<file path="config.mk">
export PLATFORM = sky130hd
export DESIGN_NAME = pc_sequencer
export DESIGN_NICKNAME = d
export VERILOG_FILES = /design/src/rtl/pc_sequencer.sv
export SDC_FILE = /design/constraint.sdc
export NUM_CORES = 1
export LEC_CHECK = 0
export CAP_MARGIN = 20
export CORE_AREA = 3 3 122 124
export CTS_BUF_LIST = sky130_fd_sc_hd__clkbuf_4 sky130_fd_sc_hd__clkbuf_8
export DETAILED_ROUTE_END_ITERATION = 10
export DIE_AREA = 0 0 125 127
export PLACE_DENSITY_LB_ADDON = 0.1
export SETUP_SLACK_MARGIN = 0.4
export SLEW_MARGIN = 20
export SYNTH_ARGS = -nofsm -noshare
export SYNTH_HDL_FRONTEND = slang
export SYNTH_SLANG_ARGS = --single-unit
</file>
<file path="constraint.sdc">
create_clock -name clk -period 6.37 [get_ports clk]
set_clock_uncertainty 0.15 [all_clocks]
set_input_delay 0.637 -clock clk [delete_from_list [all_inputs] [get_ports clk]]
set_output_delay 0.637 -clock clk [all_outputs]
set_load 0.01 [all_outputs]
</file>
<file path="src/rtl/pc_sequencer.sv">
// Next-address controller for the KGP-miniRISC PC register: sequences FETCH/EXEC,
// resolves halt/return/branch/call and keeps a small circular return-address stack.
module pc_sequencer #(
  parameter int unsigned ADDR_MAX  = 1000,
  parameter int unsigned RAS_DEPTH = 4
) (
  input  logic        clk,
  input  logic        rst,
  input  logic        start,
  input  logic [31:0] curr_pc,
  input  logic        exec_done,
  input  logic        halt,
  input  logic        is_ret,
  input  logic        is_call,
  input  logic        branch_taken,
  input  logic [31:0] branch_target,
  output logic [31:0] next_pc,
  output logic        fetch_valid,
  output logic        halted,
  output logic        addr_fault,
  output logic        ras_overflow
);

  localparam int PW = $clog2(RAS_DEPTH);
  localparam int CW = PW + 1;
  localparam logic [31:0] AMAX = 32'(ADDR_MAX);
  localparam logic [CW-1:0] FULL = CW'(RAS_DEPTH);

  typedef enum logic [1:0] {IDLE, FETCH, EXEC, HALTED} state_t;

  state_t        state_q, state_d;
  logic [31:0]   ras_q [RAS_DEPTH];
  logic [PW-1:0] wptr_q;
  logic [CW-1:0] cnt_q;

  logic [31:0]   pc_inc, ras_top, cand;
  logic [PW-1:0] top_idx;
  logic          push, pop, fault;

  assign pc_inc  = curr_pc + 32'd1;
  assign top_idx = wptr_q - 1'b1;
  assign ras_top = ras_q[top_idx];

  // The PC register loads next_pc every edge, so "hold" means echoing curr_pc.
  always_comb begin
    next_pc = curr_pc;
    state_d = state_q;
    cand    = pc_inc;
    push    = 1'b0;
    pop     = 1'b0;
    fault   = 1'b0;
    case (state_q)
      IDLE: if (start) begin
        next_pc = pc_inc;
        state_d = FETCH;
      end
      FETCH: state_d = EXEC;
      EXEC: if (exec_done) begin
        if (halt) begin
          state_d = HALTED;
        end else if (is_ret && cnt_q == '0) begin
          fault   = 1'b1;
          next_pc = AMAX;
          state_d = HALTED;
        end else begin
          if (is_ret) begin
            cand = ras_top;
            pop  = 1'b1;
          end else if (branch_taken) begin
            cand = branch_target;
            push = is_call;
          end
          // An out-of-range destination parks the PC and discards any stack update.
          if (cand > AMAX) begin
            fault   = 1'b1;
            push    = 1'b0;
            pop     = 1'b0;
            next_pc = AMAX;
            state_d = HALTED;
          end else begin
            next_pc = cand;
            state_d = FETCH;
          end
        end
      end
      default: ;
    endcase
  end

  always_ff @(posedge clk or posedge rst) begin
    if (rst) begin
      state_q      <= IDLE;
      wptr_q       <= '0;
      cnt_q        <= '0;
      fetch_valid  <= 1'b0;
      halted       <= 1'b0;
      addr_fault   <= 1'b0;
      ras_overflow <= 1'b0;
      for (int i = 0; i < int'(RAS_DEPTH); i++) ras_q[i] <= '0;
    end else begin
      state_q     <= state_d;
      fetch_valid <= (state_d == FETCH);
      halted      <= (state_d == HALTED);
      if (fault) addr_fault <= 1'b1;
      if (push) begin
        // When full the write pointer lands on the oldest entry and overwrites it.
        ras_q[wptr_q] <= pc_inc;
        wptr_q        <= wptr_q + 1'b1;
        if (cnt_q == FULL) ras_overflow <= 1'b1;
        else               cnt_q        <= cnt_q + 1'b1;
      end else if (pop) begin
        wptr_q <= wptr_q - 1'b1;
        cnt_q  <= cnt_q - 1'b1;
      end
    end
  end

endmodule

</file>
# After elaboration in Yosys (flattened, before gate mapping)
# Cells that the tools add are included.
# Widths: inputs -> output; s select.
classes:
  add_sub_neg: 5
  n_eq_ne: 6
  muxes: 47
  reduce_logical: 7
  magnitude_cmp: 4
  bitwise_logic: 2
op_table:
  columns: ["cell", "n"]
  rows:
  - ["$mux 32", 14]
  - ["$bwmux 128", 1]
  - ["$bmux 32 s2", 1]
  - ["$demux 32 s2", 1]
  - ["$pmux 32 s2", 1]
  - ["$add 32x1->32 const B", 1]
  - ["$gt 32x10->1 const B", 1]
  - ["$mux 1", 18]
  - ["$mux 2", 7]
  - ["$mux 3", 3]
  - ["$ge 3x3->1 const B", 2]
  - ["$not 2->3", 2]
  - ["$pmux 2 s3", 1]
  - ["$eq 2x1->1 const B", 2]
  - ["$eq 2x2->1 const B", 2]
  - ["$reduce_and 2->1", 2]
  - ["$add 3x1->3 const B", 1]
  - ["$eq 3x3->1 const B", 1]
  - ["$logic_not 3->1", 1]
  - ["$lt 3x1->1 const B", 1]
  - ["$sub 3x1->3 const B", 1]
  - ["$add 2x1->2 const B", 1]
  - ["$logic_and 1x1->1", 2]
  - ["$logic_not 2->1", 1]
  - ["other kinds (3)", 3]
word_totals:
  ff_bits: 139
  out_inout_bits: 36
  inputBits: 72
  wordCells: 82

# Logic depth before layout (Yosys ltp)
logic_depth:
  depth_word: 18
  ltp_mapped: 20
  mapped_depth_nobuf: 15

# Worst setup path before layout
# OpenSTA, ideal clock, no wires.
synth_path:
  kind: "reg2reg"
  from: "register wptr_q[0]"
  to: "register cnt_q[2]"
  synth_period_minus_slack_ps: 4381
  n_path_buf: 5
  arrival_time_ps: 4110
  stages_incl_launch_ff: 19
  setup_ps: 121
  path_slack_ps: 1989
  t_required_ps: 6099
  path_cell_list: "dfrtp_1 > buf_4 > buf_6 > buf_4 > inv_1 > ha_1 > buf_2 > buf_2 > mux4_2 > o22a_1 > o22ai_1 > a21bo_2 > or3_1 > a2111oi_0 > nand4_1 > fa_1 > a21oi_1 > a211oi_1 > a22o_1"
synth_via:
  elab_chain_cells: 18
  elab_cells_between_ends: 25
  classes_between: "add/sub: 1; order compare: 1; eq/ne: 1; mux: 19; bitwise: 1; reduce/logical: 2"
synth_rtl:
  columns: ["item", "line_no", "rtl"]
  rows:
  - ["start, declared", "33", "logic [PW-1:0] wptr_q;"]
  - ["start signal, assigned", "108", "wptr_q <= wptr_q + 1'b1;"]
  - ["start signal, assigned", "112", "wptr_q <= wptr_q - 1'b1;"]
  - ["$sub 2x1->2 *", "41", "assign top_idx = wptr_q - 1'b1;"]
  - ["net top_idx[0]", "37", "logic [PW-1:0] top_idx;"]
  - ["$not 2->3 (implied by the code) *", "42", "assign ras_top = ras_q[top_idx];"]
  - ["$bmux 32 s2 *", "42", null]
  - ["$mux 32 (implied by the code) * (2 in series)", "42", null]
  - ["$mux 32 *", "66", "if (is_ret) begin"]
  - ["$mux 32 *", "61", "end else if (is_ret && cnt_q == '0) begin"]
  - ["$mux 32 *", "59", "if (halt) begin"]
  - ["[2 not listed]", null, null]
  - ["$gt 32x10->1 *", "74", "if (cand > AMAX) begin"]
  - ["$mux 1", "74", null]
  - ["$mux 1", "61", null]
  - ["$mux 1", "59", null]
  - ["$mux 1", "58", "EXEC: if (exec_done) begin"]
  - ["$mux 1", "52", "case (state_q)"]
  - ["$ne 2x2->1 (no line) / $reduce_bool 2->1 (equally long branches)", null, null]
  - ["$reduce_and 2->1 (no line)", null, null]
  - ["end signal, assigned", "110", "else cnt_q <= cnt_q + 1'b1;"]
  - ["end signal, assigned", "113", "cnt_q <= cnt_q - 1'b1;"]
  - ["end, declared", "34", "logic [CW-1:0] cnt_q;"]
# The timed path passes the listed nets; every way through them passes the cells marked *. The select of a mux whose other input is x is not followed.
# A chain may end at the register's enable or synchronous reset.

# Worst setup path in the final report
layout_path:
  from: "input curr_pc[16]"
  to: "output next_pc[4]"
layout_via:
  elab_chain_cells: 13
layout_rtl:
  columns: ["item", "line_no", "rtl"]
  rows:
  - ["start, declared", "10", "input logic [31:0] curr_pc,"]
  - ["$add 32x1->32", "40", "assign pc_inc = curr_pc + 32'd1;"]
  - ["$mux 32", "69", "end else if (branch_taken) begin"]
  - ["$mux 32", "66", null]
  - ["$mux 32", "61", null]
  - ["$mux 32", "59", null]
  - ["$mux 32", "58", null]
  - ["$mux 32", "52", null]
  - ["$gt 32x10->1", "74", null]
  - ["$mux 32", "74", null]
  - ["$mux 32", "61", null]
  - ["$mux 32", "59", null]
  - ["$mux 32", "58", null]
  - ["$pmux 32 s2", "52", null]
  - ["end, declared", "17", "output logic [31:0] next_pc,"]
# No other way between the ends. The select of a mux whose other input is x is not followed.

==> flow_summary.ini <==
[status]
outcome = finished clean

[setup_path]
rr_startpoint = wptr_q[1]
r2r-end = ras_q[112]
crit_fanout = 10
reg2regPathDepth = 12
crit_required_ns = 5.58
endpoint_kind = output pin
crit_type = in2out
arrival_ns = 4.88
r2r_setup_slack_ns = 1.81
startpoint_type = input port

[power]
ir_drop_mv = 0.1545
p_leak_nw = 4.431
powerDensity_nw_per_um2 = 193.7

[clocking]
post_cts_resized = 0
post-cts-setup-buffer-count = 0
cts_tree = yes
clockBufferDepth = 2
ctsRootBufferMaster = clkbuf_8
numCtsBuffers = 17
ctsHoldBuffers = 0
cts_sinks = 139
htree_levels = 4
clk_latency_ns = 0.46
clkTransAtPathRegs_ns = 0.08

[timing]
tns_ns = 0
slew_violations = 0
min_period_ns = 5.669
relSlewSlack_pct = 38.40
hold_violations = 0
rsz0062_at_grt = false
worst_slew_pin_slew_ns = 0.9206
post-route-period-util_pct = 88.99
setup_viol = 0
fmax_ghz = 0.1764
whs_ns = 0.3178

[floorplanning]
die_area_um2 = 15880
die_h_um = 127
rows = 43
die_w_um = 125
core_area_um2 = 13880
io_pins = 108
initial_core_util_pct = 60.18

[synth]
ys.warnings.count = 0
synth_cells = 830
seq_area_frac_synth_pct = 41.64
synth_most_common_cell = dfrtp_1
synth_top_area_cell = dfrtp_1
synthesis.area_um2 = 8353
synth_nets = 908
postSynth.asyncResetShare_pct = 100.0
synth_edf_count = 0
yosysTopAreaCellShare_pct = 41.64
syn_area_per_cell_um2 = 10.06
ys.flop_type = dfrtp_1
ys_top_cells_by_count = dfrtp_1, nand2_1, o21ai_0
synth_area_leaders = dfrtp_1, mux2_2, o21ai_0
ys_types = 76
synth_seq_cells = 139

[grt]
grt_pass1_wl_um = 41290
first_global_vias = 7332
grt_max_degree = 71
gr-total-overflow = 0
grt_antenna_before_repair = 0
grt_use_total_pct = 33.49

[cells_and_area]
fill_cells = 1024
insertedDiodeCount = 0
area.sequential_um2 = 3478
stdcell_area_um2 = 9847
fin_nets = 984
drive_above_1_share_pct = 16.56
area.growth.synth_to_final_pct = 17.88
fin_cells = 1098
multiInputGateArea_um2 = 4452

[drt]
drc = 0
vias = 7303
firstDrtPassIters = 6
via_per_inst = 6.651
drt-initial-drc-count = 795
wl_per_cell_um = 23.58
ant_nets = 0
wl_um = 25890

[hold_path]
holdPathStages = 1
worst_hold_path.endpoint = addr_fault
min-delay-start = addr_fault
hp-class = reg2reg

[placement]
dp_hpwl_um = 18800
placed_area_um2 = 9415
placed_cells = 1067
routabilityCongestion = 0.9895
place.port_buffers = 107

[job]
cap_violations = 0
state kept, by name, summed over array words and instances, names as in the netlist:
| name | count |
|---|---|
| ras_q | 128 |
| cnt_q | 3 |
| state_q | 2 |
| wptr_q | 2 |
| addr_fault | 1 |
| fetch_valid | 1 |
| halted | 1 |
| ras_overflow | 1 |
placed cells by master (no fill, tap or decap), types with 18 or more instances in the layout:
| cell type | instances |
|---|---|
| o21ai_0 | 73 |
| nand2_1 | 97 |
| xnor2_1 | 20 |
| nor3_1 | 18 |
| mux2_2 | 56 |
| clkbuf_8 | 18 |
| nand4_1 | 22 |
| mux2i_1 | 24 |
| clkdlybuf4s50_1 | 107 |
| nor2_1 | 36 |
| dfrtp_1 | 139 |
kinds of logic after synthesis:
logic type,share of synthesized area [%]
simple gates,17.75
compound gates,14.81
flops,41.64
mux,16.45
buf+inv,5.108
xor+xnor,3.250
fa+ha+maj,0.9886
critical path, cell delays in order:
cell,delay [ns]
clkdlybuf4s50_1,0.75
and4_1,0.47
nand4_1,0.12
or4_1,0.51
xnor2_1,0.26
o311ai_0,0.50
o2111a_2,0.35
nand3_1,0.13
or3_1,0.36
o221ai_1,0.20
clkdlybuf4s50_1,0.58
power by group:
part           internal, W  total (W)  switching [W]
registers         0.000883   0.000884    0.000000745
logic            0.0000972   0.000232       0.000135
clock network     0.000407   0.000792       0.000385
worst max path at each step:
stage                            from          to  slack (ns)  cells after the start
after global routing       curr_pc[0]  next_pc[4]        0.45                     12
after detailed placement  curr_pc[16]  next_pc[4]        0.80                     11
after CTS                 curr_pc[16]  next_pc[4]        0.79                     11
final                     curr_pc[16]  next_pc[4]        0.70                     11
after floorplan                   rst  addr_fault        1.86                      1
after global placement    curr_pc[16]  next_pc[1]        0.78                     11
stage by stage:
| stage | setup slack, ns | power (W) | util (%) |
|---|---|---|---|
| floorplan | 1.858 | 0.001018 | - |
| finish | 0.7014 | 0.001907 | 70.94 |
| CTS | 0.7882 | 0.001912 | 70.91 |
| global placement | 0.7808 | 0.001127 | 67.83 |
| detailed placement | 0.7995 | 0.001129 | 67.83 |
| global route | 0.4501 | 0.001975 | 70.94 |
layout make-up:
class / count / area share, %
multi-input cells: 606 / 45.21
flip-flops and latches: 139 / 35.32
repair buffers: 122 / 12.02
clock buffers: 18 / 2.516
well taps: 180 / 2.287
clock inverters: 13 / 1.830
inverters: 20 / 0.8132
layer usage:
metal / vias up / track usage, % / wire (um)
met5: - / 0 / 0
met1: 3598 / 44.14 / 10340
met4: 0 / 14.35 / 964
li1: 3211 / - / -
met2: 426 / 53.34 / 12220
met3: 68 / 8.236 / 2368
No activity file was read; power rests on OpenSTA's default activity.
